[config.mk]
export PLATFORM = sky130hd
export DESIGN_NAME = mul_tc_seq
export DESIGN_NICKNAME = d
export VERILOG_FILES = /design/src/rtl/mul_tc_seq.sv
export SDC_FILE = /design/constraint.sdc
export NUM_CORES = 1
export LEC_CHECK = 0
export ABC_AREA = 1
export BUFFER_PORTS_ARGS = -buffer_cell sky130_fd_sc_hd__buf_2
export CAP_MARGIN = 20
export CORE_MARGIN = 4
export CORE_UTILIZATION = 54
export DETAILED_ROUTE_END_ITERATION = 8
export PLACE_DENSITY = 0.74
export SLEW_MARGIN = 20
export SYNTH_ARGS = -nofsm -noshare
export SYNTH_HDL_FRONTEND = slang
export SYNTH_SLANG_ARGS = --single-unit
[constraint.sdc]
create_clock -name clk -period 3.5 [get_ports clk]
set_input_delay 0.35 -clock clk [delete_from_list [all_inputs] [get_ports clk]]
set_output_delay 0.35 -clock clk [all_outputs]
set_load 0.05 [all_outputs]
[src/rtl/mul_tc_seq.sv]
// Radix-2 shift-add multiplier, one b bit per clock, signed or unsigned per transaction.
// Latency B_W cycles accept-to-out_valid; single transaction in flight, in_ready only in IDLE.
module mul_tc_seq #(
  parameter int A_W = 16,
  parameter int B_W = 16
) (
  input  logic                 clk,
  input  logic                 rst,
  input  logic                 in_valid,
  output logic                 in_ready,
  input  logic [A_W-1:0]       a,
  input  logic [B_W-1:0]       b,
  input  logic                 tc,
  output logic                 out_valid,
  input  logic                 out_ready,
  output logic [A_W+B_W-1:0]   product
);

  localparam int P_W = A_W + B_W;
  localparam int CW  = $clog2(B_W);
  localparam logic [CW-1:0] LAST = CW'(B_W - 1);

  localparam logic [1:0] S_IDLE = 2'd0;
  localparam logic [1:0] S_CALC = 2'd1;
  localparam logic [1:0] S_DONE = 2'd2;

  logic [1:0]     r_state;
  logic [CW-1:0]  r_cnt;
  logic [P_W-1:0] r_a_sh;
  logic [B_W-1:0] r_b;
  logic           r_tc;
  logic [P_W-1:0] r_acc;
  logic [P_W-1:0] r_product;

  logic           w_last;
  logic [P_W-1:0] w_term;
  logic [P_W-1:0] w_sum;

  // The sign bit of b carries weight -2^(B_W-1) in two's complement.
  always_comb begin
    w_last = (r_cnt == LAST);
    w_term = r_b[0] ? r_a_sh : '0;
    w_sum  = (r_tc && w_last) ? (r_acc - w_term) : (r_acc + w_term);
  end

  always_ff @(posedge clk) begin
    if (rst) begin
      r_state   <= S_IDLE;
      r_cnt     <= '0;
      r_a_sh    <= '0;
      r_b       <= '0;
      r_tc      <= 1'b0;
      r_acc     <= '0;
      r_product <= '0;
    end else begin
      case (r_state)
        S_IDLE: begin
          if (in_valid) begin
            r_a_sh  <= tc ? {{B_W{a[A_W-1]}}, a} : {{B_W{1'b0}}, a};
            r_b     <= b;
            r_tc    <= tc;
            r_acc   <= '0;
            r_cnt   <= '0;
            r_state <= S_CALC;
          end
        end
        S_CALC: begin
          r_acc  <= w_sum;
          r_a_sh <= r_a_sh << 1;
          r_b    <= r_b >> 1;
          r_cnt  <= r_cnt + CW'(1);
          if (w_last) begin
            r_product <= w_sum;
            r_state   <= S_DONE;
          end
        end
        S_DONE: begin
          if (out_ready) r_state <= S_IDLE;
        end
        default: r_state <= S_IDLE;
      endcase
    end
  end

  assign in_ready  = (r_state == S_IDLE);
  assign out_valid = (r_state == S_DONE);
  assign product   = r_product;

endmodule

==> results.md <==
* Status: complete, no violations
* Total Routing Usage GR at 25.4%
* HPWL after DPL at 14700 microns
* Max-slew violations at 0
* Post-Syn Area at 7720 sq um
* TritonCTS clock tree: done
* Syn_nets at 1277
* Clk Tree Root Cell: clkbuf_16
* M2 GR Usage at 38.6%
* Die area at 16300 sq um
* Syn Area/Cell at 6.40 sq um
* Routing usage on met1 at 36.5%
* FMAX at 0.304 GHz
* Hold depth at 3
* Register-to-Register Path Depth at 21
* Post-CTS Hold Buffers at 0
* # port buffers at 70
* Clock latency on the worst-skew pair at 0.42 ns
* Starting Density at 55.4%
* Clock tree sinks at 119
* Setup ws final at 0.206 ns
* Placer Congestion at 0.992
* DRC at 0
* Final hold vios at 0
* Synthesis warning total at 0
* GR peak layer: met2
* CTS H-Tree Depth at 4
* Via count at 7707
* Flop2flop setup slack at 0.21 ns
* Die Y at 128 microns
* Post-layout min period at 3.29 ns
* Startpoint types: flop
* Final setup vio count at 0
* LEAKAGE at 4.60 nW
* Initial antenna violation count at 0
* Power Density at 671 nW/um^2
* Layout cells sized above 1 at 17.1%
* CTS max path bufs at 2
* TritonCTS Buffers at 17
* Vias in the first global route at 6953
* Crit Path Max Fanout at 17
* Gr ovfl total at 0
* Post-Route WL at 21000 microns
* Worst hold path type: in -> reg
* VDD IR max at 0.000354 V
* Final ANT Viol Nets at 0
* Die X at 128 microns
* Rel. slew slack at 35.9%
* 1st-pass router iterations at 5
* WP data arrival at 3.56 ns
* Area grow syn2layout at 18.3%
* # diodes at 0
* Area of the core at 13900 sq um
* Critical path type: reg -> reg
* Vias per inst at 5.26
* Placed insts at 1423
* Global-route wire length before repair at 33700 microns
* Clk pin slew, worst setup/hold paths at 0.06 ns
* Worst EP required at 3.77 ns
* Commonest non-fill, non-tap cells in the layout: nand2_1 (374), inv_1 (164), dfxtp_1 (118)
* Met3 Use GR at 3.60%
* Critical Path Sink Type: flop
* DRT iter0 DRCs at 610
* DR WL/cell at 14.3 microns
* Max-cap violations at 0
* Final net count at 1342
* Fin crit share at 94.1%
* Slew at the pin closest to its max-slew limit at 0.961 ns
* Pre-CTS setup slack at 0.136 ns
* Pin count of the biggest net entering global routing at 86
* Placement row count at 43
* Non-filler instance count after layout at 1464
* Commonest non-fill, non-tap cell in the layout: nand2_1
* Yosys cell types at 39
* Layout Skew at 0.00903 ns
* Cells after synthesis at 1206
* IO Count at 71
* Flops & latches, synth at 119
* Sequential area share after synthesis at 30.8%
## critical path: stages, from the launching register on
cell and delay (ns):
dfxtp_4 0.36, buf_12 0.16, nand2_1 0.14, nand2_1 0.10
nor2_2 0.14, nand2_2 0.09, nor2_4 0.18, inv_2 0.07
nor2_1 0.16, nor2_1 0.07, xnor2_1 0.15, inv_1 0.07
ha_2 0.40, nand2_2 0.09, nor2_1 0.24, nand2_1 0.13
nor2_1 0.19, nand2_1 0.07, nand2_1 0.09, nand3_2 0.07
nand3_2 0.07, a21oi_2 0.06
## per-stage QoR
stage	total power, mW	setup TNS [ns]	cell area (sq um)	utilization (%)	hold slack (ns)
finish	6.13	0	9140	65.6	0.176
global route	6.54	-0.0844	9140	65.6	0.194
CTS	5.86	0	8810	63.2	0.166
detailed placement	4.04	0	8200	58.9	0.437
global placement	4.03	0	8200	58.9	0.433
floorplan	3.44	0	7720	-	0.425
## worst paths after layout
path,to,from
worst max-delay path,r_acc[31],r_b[0]
worst max register to register,r_acc[31],r_b[0]
worst min register to register,r_b[10],r_b[10]
worst min-delay path,r_b[15],b[15]
## cells in the mapped netlist
library cell	count	area, sq um
inv_1	169	634
dfxtp_1	119	2380
a21oi_2	2	17.5
nand3b_1	6	45.0
inv_2	3	11.3
nor2_2	6	37.5
o21ai_2	2	17.5
buf_6	3	33.8
clkbuf_1	27	101
o31ai_1	1	7.51
or2_2	3	18.8
o21bai_1	7	52.6
a221oi_1	1	8.76
buf_1	3	11.3
ha_1	33	413
o21ai_1	2	10.0
nand2_2	9	56.3
xor2_1	34	298
nand3_1	43	215
buf_12	1	20.0
o21ai_0	38	190
xnor2_1	9	78.8
nand2_4	5	56.3
o221ai_1	23	201
nand3_2	3	30.0
a21oi_1	100	500
nor3_1	7	35.0
nor2_1	102	383
a21o_1	8	60.1
buf_2	13	65.1
o211ai_1	1	7.51
a31oi_1	23	144
and2_1	2	12.5
fa_1	1	20.0
a211oi_1	2	15.0
nand4_1	6	37.5
nand2_1	384	1440
a22oi_1	1	7.51
nor2_4	4	45.0
## routing by layer
metal | part of all wire [%] | up-vias
li1 | - | 3974
met1 | 48 | 3461
met2 | 44 | 232
met3 | 5.4 | 40
met4 | 2.6 | 0
met5 | 0 | -
## power breakdown
part | switching, mW | internal, mW | total (mW) | leakage (nW)
combinational | 1.81 | 0.935 | 2.74 | 3.34
clock | 0.692 | 1.12 | 1.81 | 0.286
sequential | 0.0985 | 1.47 | 1.57 | 0.972
## cell families (layout without fill, tap and decap cells)
kind of cell | count (synthesis) | count (layout) | share of synthesized area, %
xor+xnor | 43 | 43 | 4.88
compound gates | 211 | 211 | 16.1
fa+ha+maj | 34 | 34 | 5.61
flops | 119 | 119 | 30.8
buf+inv | 219 | 297 | 11.4
simple gates | 580 | 580 | 31.3
## state kept, by name (all words and copies together), names as in the netlist
| register | count |
|---|---|
| r_acc | 32 |
| product | 32 |
| r_tc | 1 |
| r_a_sh | 32 |
| r_state | 2 |
| r_b | 16 |
| r_cnt | 4 |
## final cells by class
cell class,count,area (sq um)
tap,180,225
timing repair buffer,93,553
fill,1289,4800
clock buffer,17,425
clock inverter,15,179
multi-input combinational,868,4720
sequential,119,2390
inverter,172,646
## repair_timing
| action | in CTS | in global routing |
|---|---|---|
| buffers inserted | 0 | 8 |
| gates resized for setup | 0 | 66 |
| setup endpoints to repair | 0 | 45 |
Power figures use the tool's default switching activity.
